## config.mk

```make
export PLATFORM = sky130hd
export DESIGN_NAME = ex_mult4_unit
export DESIGN_NICKNAME = d
export VERILOG_FILES = /design/src/rtl/mult_pkg.sv /design/src/rtl/mult_pipe_array.sv /design/src/rtl/ex_mult4_unit.sv
export SDC_FILE = /design/constraint.sdc
export NUM_CORES = 1
export LEC_CHECK = 0
export CAP_MARGIN = 20
export CORE_UTILIZATION = 45
export CTS_BUF_LIST = sky130_fd_sc_hd__clkbuf_8
export CTS_CLUSTER_SIZE = 40
export DETAILED_ROUTE_END_ITERATION = 10
export MAX_ROUTING_LAYER = met4
export PLACE_DENSITY = 0.69
export SETUP_SLACK_MARGIN = 0.1
export SLEW_MARGIN = 20
export SYNTH_ARGS = -nofsm -noshare
export SYNTH_HDL_FRONTEND = slang
export SYNTH_SLANG_ARGS = --single-unit
```

## constraint.sdc

```tcl
create_clock -name clk -period 10.7 [get_ports clk]
set_input_delay 1.07 -clock clk [delete_from_list [all_inputs] [get_ports clk]]
set_output_delay 1.07 -clock clk [all_outputs]
set_load 0.02 [all_outputs]
```

## src/rtl/mult_pkg.sv

```systemverilog
// Shared types and defaults for the EX-stage multiplier (ex_mult4_unit).
package mult_pkg;

  typedef enum logic [1:0] {
    MUL_LO  = 2'b00,
    MUL_HSS = 2'b01,
    MUL_HSU = 2'b10,
    MUL_HUU = 2'b11
  } mul_op_t;

  typedef enum logic [1:0] {
    IDLE = 2'b00,
    RUN  = 2'b01,
    DONE = 2'b10
  } state_t;

  localparam int MULT_LATENCY = 4;

endpackage

```

## src/rtl/mult_pipe_array.sv

```systemverilog
// Pipelined OPW x OPW multiplier: one partial-sum stage per chunk of b, product
// modulo 2^(2*OPW), so sign-extended operands give the exact two's-complement product.
module mult_pipe_array
  import mult_pkg::*;
#(
  parameter int OPW      = 33,
  parameter int STAGES   = MULT_LATENCY - 1,
  parameter bit SIGN_EXT = 1'b1
) (
  input  logic             clk,
  input  logic             rst,
  input  logic             kill,
  input  logic             vld_in,
  input  logic [OPW-1:0]   a,
  input  logic [OPW-1:0]   b,
  output logic [2*OPW-1:0] product,
  output logic             vld_out
);

  localparam int PW  = 2 * OPW;
  localparam int CW  = (PW + STAGES - 1) / STAGES;
  localparam int BPW = CW * STAGES;

  function automatic logic [PW-1:0] widen(input logic [OPW-1:0] x);
    widen = SIGN_EXT ? {{OPW{x[OPW-1]}}, x} : {{OPW{1'b0}}, x};
  endfunction

  function automatic logic [PW-1:0] partial(input logic [PW-1:0] m, input logic [CW-1:0] c);
    logic [PW-1:0] cx;
    cx = '0;
    cx[CW-1:0] = c;
    partial = m * cx;
  endfunction

  logic [PW-1:0]     a_p   [STAGES];
  logic [BPW-1:0]    b_p   [STAGES];
  logic [PW-1:0]     acc_p [STAGES];
  logic [STAGES-1:0] vld_p;
  logic [PW-1:0]     a_in;
  logic [BPW-1:0]    b_in;

  assign a_in = widen(a);
  assign b_in = BPW'(widen(b));

  // Stage 0: lowest chunk of b; b is kept pre-shifted so each stage reads bits [CW-1:0]
  always_ff @(posedge clk) begin
    a_p[0]   <= a_in;
    b_p[0]   <= b_in >> CW;
    acc_p[0] <= partial(a_in, b_in[CW-1:0]);
    if (rst || kill) vld_p[0] <= 1'b0;
    else             vld_p[0] <= vld_in;
  end

  for (genvar k = 1; k < STAGES; k++) begin : g_stage
    // Stage k: accumulate chunk k at weight 2^(k*CW)
    always_ff @(posedge clk) begin
      a_p[k]   <= a_p[k-1];
      b_p[k]   <= b_p[k-1] >> CW;
      acc_p[k] <= acc_p[k-1] + (partial(a_p[k-1], b_p[k-1][CW-1:0]) << (k * CW));
      if (rst || kill) vld_p[k] <= 1'b0;
      else             vld_p[k] <= vld_p[k-1];
    end
  end

  assign product = acc_p[STAGES-1];
  assign vld_out = vld_p[STAGES-1];

endmodule

```

## src/rtl/ex_mult4_unit.sv

```systemverilog
// EX-stage fixed-latency multiplier with hazard-unit stall request.
// Define MULT_HIGH_EN to support MULH/MULHSU/MULHU; otherwise only MUL (low word).
module ex_mult4_unit
  import mult_pkg::*;
#(
  parameter int DATA_W  = 32,
  parameter int LATENCY = MULT_LATENCY
) (
  input  logic              clk,
  input  logic              rst,
  input  logic              start,
  input  logic              flush,
  input  logic [1:0]        mul_op,
  input  logic [DATA_W-1:0] op_a,
  input  logic [DATA_W-1:0] op_b,
  output logic              busy,
  output logic              stall_req,
  output logic              done,
  output logic [DATA_W-1:0] result
);

  localparam int CNT_W = $clog2(LATENCY + 1);

  state_t     state;
  logic [CNT_W-1:0] cnt;
  logic       accept;

  assign accept = (state == IDLE) && start && !flush;

`ifdef MULT_HIGH_EN
  localparam int OPW      = DATA_W + 1;
  localparam bit SIGN_EXT = 1'b1;

  mul_op_t        op_in;
  mul_op_t        op_q;
  logic           a_sgn;
  logic           b_sgn;
  logic [OPW-1:0] a_x;
  logic [OPW-1:0] b_x;

  assign op_in = mul_op_t'(mul_op);
  assign a_sgn = (op_in == MUL_HSS) || (op_in == MUL_HSU);
  assign b_sgn = (op_in == MUL_HSS);
  assign a_x   = {a_sgn & op_a[DATA_W-1], op_a};
  assign b_x   = {b_sgn & op_b[DATA_W-1], op_b};
`else
  localparam int OPW      = DATA_W;
  localparam bit SIGN_EXT = 1'b0;

  logic [OPW-1:0] a_x;
  logic [OPW-1:0] b_x;
  logic           unused_op;

  assign a_x       = op_a;
  assign b_x       = op_b;
  assign unused_op = ^mul_op;
`endif

  logic [2*OPW-1:0]  product;
  logic              prod_vld;
  logic [DATA_W-1:0] res_sel;
  logic              unused_top;

  mult_pipe_array #(
    .OPW      (OPW),
    .STAGES   (LATENCY - 1),
    .SIGN_EXT (SIGN_EXT)
  ) u_array (
    .clk     (clk),
    .rst     (rst),
    .kill    (flush),
    .vld_in  (accept),
    .a       (a_x),
    .b       (b_x),
    .product (product),
    .vld_out (prod_vld)
  );

`ifdef MULT_HIGH_EN
  assign res_sel    = (op_q == MUL_LO) ? product[DATA_W-1:0] : product[2*DATA_W-1:DATA_W];
  assign unused_top = ^product[2*OPW-1:2*DATA_W];
`else
  assign res_sel    = product[DATA_W-1:0];
  assign unused_top = ^product[2*OPW-1:DATA_W];
`endif

  // Sequencer: the array is free-running, the FSM only counts stages and gates done
  always_ff @(posedge clk) begin
    if (rst) begin
      state     <= IDLE;
      cnt       <= '0;
      busy      <= 1'b0;
      stall_req <= 1'b0;
      done      <= 1'b0;
      result    <= '0;
    end else begin
      done <= 1'b0;
      case (state)
        IDLE: begin
          if (accept) begin
`ifdef MULT_HIGH_EN
            op_q      <= op_in;
`endif
            cnt       <= CNT_W'(LATENCY - 1);
            state     <= RUN;
            busy      <= 1'b1;
            stall_req <= 1'b1;
          end
        end
        RUN: begin
          if (flush) begin
            state     <= IDLE;
            cnt       <= '0;
            busy      <= 1'b0;
            stall_req <= 1'b0;
          end else begin
            cnt <= cnt - CNT_W'(1);
            if (cnt == CNT_W'(1)) begin
              state     <= DONE;
              stall_req <= 1'b0;
              done      <= prod_vld;
              if (prod_vld) result <= res_sel;
            end
          end
        end
        DONE: begin
          state <= IDLE;
          busy  <= 1'b0;
        end
        default: begin
          state     <= IDLE;
          busy      <= 1'b0;
          stall_req <= 1'b0;
        end
      endcase
    end
  end

`ifndef SYNTHESIS
  a_start_while_busy: assert property (@(posedge clk) disable iff (rst) !(start && busy))
    else $warning("ex_mult4_unit: start ignored while busy");
`endif

endmodule

```

==> impl_metrics.tcl <==
set metrics [dict create \
    synth_top_flop_cell "sky130_fd_sc_hd__dfxtp_1" \
    drt_wl_total_mm 45.5 \
    critical_path.endpoint_type "register" \
    max_cap_viol_count 0 \
    drc 1 \
    timing_hold_violations_final 0 \
    layout.cells.most_common_list "sky130_fd_sc_hd__inv_1 (441), sky130_fd_sc_hd__fa_1 (395), sky130_fd_sc_hd__nand2_1 (390), sky130_fd_sc_hd__and2_1 (227), sky130_fd_sc_hd__dfxtp_1 (159)" \
    synthesis.yosys.warnings 0 \
    die_area_sq_um 44300 \
    htreeDepth 4 \
    cts.hold.buffers_added 0 \
    post_layout_min_period_ns 7.82 \
    result_of_the_run "finished with violations" \
    grt.overflow.total 0 \
    floorplan.initialDensity_pct 45.5 \
    die_width_microns 211 \
    detail-route-antenna-nets 0 \
    io_buffer_count 102 \
    synth_enable_flop_cells 0 \
    syn-cell-area_sq_um 19600 \
    global_route_wire_length_before_repair_mm 76.2 \
    post_detail_place_hpwl_mm 35.7 \
    clk_root_buffer_cell "sky130_fd_sc_hd__clkbuf_8" \
    grt_max_degree 44 \
    synthesis.area_per_instance_sq_um 9.19 \
    mappedNetlistNets 2720 \
    grtUsageTotal_pct 22.4 \
    worst_ep_required_time_ns 11.01 \
    totalNegativeSetupSlack_ns 0 \
    postSynth.asyncResetShare_pct 0 \
    synthCells 2130 \
    register_bit_count_reported_by_yosys 159 \
    cts.path.max_buffers 2 \
    distinct_cells_synth 45 \
    via_count_of_the_first_global_routing_pass 15130 \
    clock_insertion_delay_worst_skew_ns 0.43 \
    timing.final.crit_share_pct 73.1 \
    transition_time_of_the_tightest_slew_check_pin_ns 1.04 \
    vias 13806 \
    post_cts_resized 0 \
    row_count 76 \
    layout-area-overhead-vs-synth_pct 9.92 \
    detail_route.wl_per_cell_microns 16.4 \
    drtIter0Drc 791 \
    crit_path_start_kind "input pin" \
    cts_sinks 159 \
    final_weighted_congestion_in_routability_driven_placement 0.935 \
    detailedRoute.firstPassIterationCount 10 \
    critical-path-slowest-cell "sky130_fd_sc_hd__clkdlybuf4s50_1" \
    max_fo_critical_path 12 \
    top_level_ports 105 \
    failed_checks "design-rule violations" \
    worst_slew_margin_rel_pct 30.5 \
    postCtsSetupBuffers 0 \
    report.final.setup_viol 0 \
    antenna-diode-count 0 \
    synth-seq-area-share_pct 16.3 \
    mostFrequentLayoutCell "sky130_fd_sc_hd__inv_1" \
    slew_violations 0 \
    placeableCoreArea_sq_um 43000 \
    maxClockFrequency_mhz 128 \
    timing.critical_path.mode_cell "sky130_fd_sc_hd__fa_1" \
    worst_ep_arrival_time_ns 8.13 \
    critPathKind "in2reg" \
    path_clk_slew_ns 0.09 \
    fin_skew_ns 0.00991 \
    layout-drive-gt1-share_pct 2.74 \
    cts_inserted_buffers 17 \
    cts_tree "yes" \
    hold_path.class "reg2reg" \
    floorplan.die.height_microns 211 \
    critical_path.cell_chain "clkdlybuf4s50_1 -> buf_4 -> nand2_1 -> fa_1 -> fa_1 -> fa_1 -> fa_1 -> fa_1 -> fa_1 -> fa_1 -> inv_1 -> ha_1 -> a21o_1 -> a21o_1 -> a21oi_1 -> o221ai_1 -> a21oi_1 -> o21a_1 -> o311ai_1" \
    antenna_found_initial 1 \
    fin_nets 2765 \
    grt_setup_unrepaired "no" \
    vias_per_std_cell 4.98 \
    timing.critical_path.slowest_cell_delay_ns 0.95 \
]
## metal layers
metal  vias up  part of all wire, %  global-route usage (%)
li1       6304                    -                       -
met1      7015                   42                    28.7
met2       427                   50                    38.0
met3        60                  5.6                    2.34
met4         0                  2.1                    6.00
met5         -                    0                       -
## flip-flops by register name, indices dropped and copies added (netlist names)
signal and flops:
stall_req 1, u_array.acc_p 96, result 32, done 1, u_array.vld_out 1, cnt 3
state 2, u_array.vld_p 2, u_array.a_p 10, busy 1, u_array.b_p 10
## final timing paths
check | start | end | slack (ns) | cells past startpoint
worst max-delay path | op_a[2] | u_array.acc_p[0][30] | 2.88 | 19
worst max register to register | u_array.b_p[0][3] | u_array.acc_p[1][31] | 5.38 | 17
worst min register to register | u_array.acc_p[1][24] | u_array.acc_p[2][24] | 0.33 | 0
worst min-delay path | u_array.acc_p[1][24] | u_array.acc_p[2][24] | 0.33 | 0
## per-stage QoR
| stage | util, % | hold slack [ns] | instance area [sq um] | setup WS (ns) | instances |
|---|---|---|---|---|---|
| final | 50.1 | 0.328 | 21500 | 2.88 | 2773 |
| after detailed placement | 49.2 | 0.312 | 21100 | 2.51 | 2741 |
| after global routing | 50.1 | 0.337 | 21500 | 2.58 | 2773 |
| after CTS | 50.1 | 0.326 | 21500 | 2.95 | 2773 |
| after global placement | 49.1 | 0.312 | 21100 | 2.63 | 2741 |
| after floorplan | - | 0.310 | 19600 | 3.68 | 2130 |
## final cells by class
cell class                      count  area (sq um)
Sequential cell                   159          3180
Multi-Input combinational cell   1432         14400
Clock inverter                     15           153
Timing Repair Buffer              126          1200
Tap cell                          585           732
Inverter                          439          1650
Fill cell                        4080         21500
Clock buffer                       17           234
## logic make-up (layout without fill, tap and decap cells)
group | after synthesis | count (layout) | share of synthesized area [%]
XOR/XNOR | 93 | 93 | 4.16
adder cells (fa/ha/maj) | 520 | 520 | 48.4
AO/OA/AOI/OAI | 147 | 147 | 4.65
buffers and inverters | 539 | 597 | 10.4
multiplexers | 1 | 1 | 0.0511
flip-flops | 159 | 159 | 16.3
AND/OR/NAND/NOR | 671 | 671 | 16.1
## synth_stat cells (2+ instances only)
cell | number | area share [%]
sky130_fd_sc_hd__a311oi_1 | 3 | 0.13
sky130_fd_sc_hd__and2_1 | 227 | 7.3
sky130_fd_sc_hd__nand3_1 | 6 | 0.15
sky130_fd_sc_hd__nand2_1 | 390 | 7.5
sky130_fd_sc_hd__ha_1 | 125 | 8.0
sky130_fd_sc_hd__inv_1 | 439 | 8.4
sky130_fd_sc_hd__o21a_1 | 7 | 0.27
sky130_fd_sc_hd__nor3b_1 | 2 | 0.077
sky130_fd_sc_hd__nor2_1 | 25 | 0.48
sky130_fd_sc_hd__a21o_1 | 18 | 0.69
sky130_fd_sc_hd__clkbuf_1 | 93 | 1.8
sky130_fd_sc_hd__nor2b_1 | 2 | 0.064
sky130_fd_sc_hd__and3_1 | 3 | 0.096
sky130_fd_sc_hd__o21ai_1 | 3 | 0.077
sky130_fd_sc_hd__nor3_1 | 9 | 0.23
sky130_fd_sc_hd__a211o_1 | 3 | 0.13
sky130_fd_sc_hd__a21oi_1 | 64 | 1.6
sky130_fd_sc_hd__buf_2 | 7 | 0.18
sky130_fd_sc_hd__xor2_1 | 19 | 0.85
sky130_fd_sc_hd__xnor2_1 | 74 | 3.3
sky130_fd_sc_hd__fa_1 | 395 | 40
sky130_fd_sc_hd__a31oi_1 | 4 | 0.13
sky130_fd_sc_hd__a211oi_1 | 5 | 0.19
sky130_fd_sc_hd__a21boi_0 | 2 | 0.077
sky130_fd_sc_hd__dfxtp_1 | 159 | 16
sky130_fd_sc_hd__o31ai_1 | 2 | 0.077
sky130_fd_sc_hd__o21ai_0 | 16 | 0.41
sky130_fd_sc_hd__o21bai_1 | 11 | 0.42
## critical path, delay by kind of cell
| kind | cells | cell delay [ns] |
|---|---|---|
| buf+inv | 3 | 1.35 |
| compound gates | 7 | 1.48 |
| fa+ha+maj | 8 | 4.09 |
| simple gates | 1 | 0.11 |
Power is left out: the tool's default activity adds up to more than one toggle a clock period on the data nets, which glitch-free logic cannot reach.
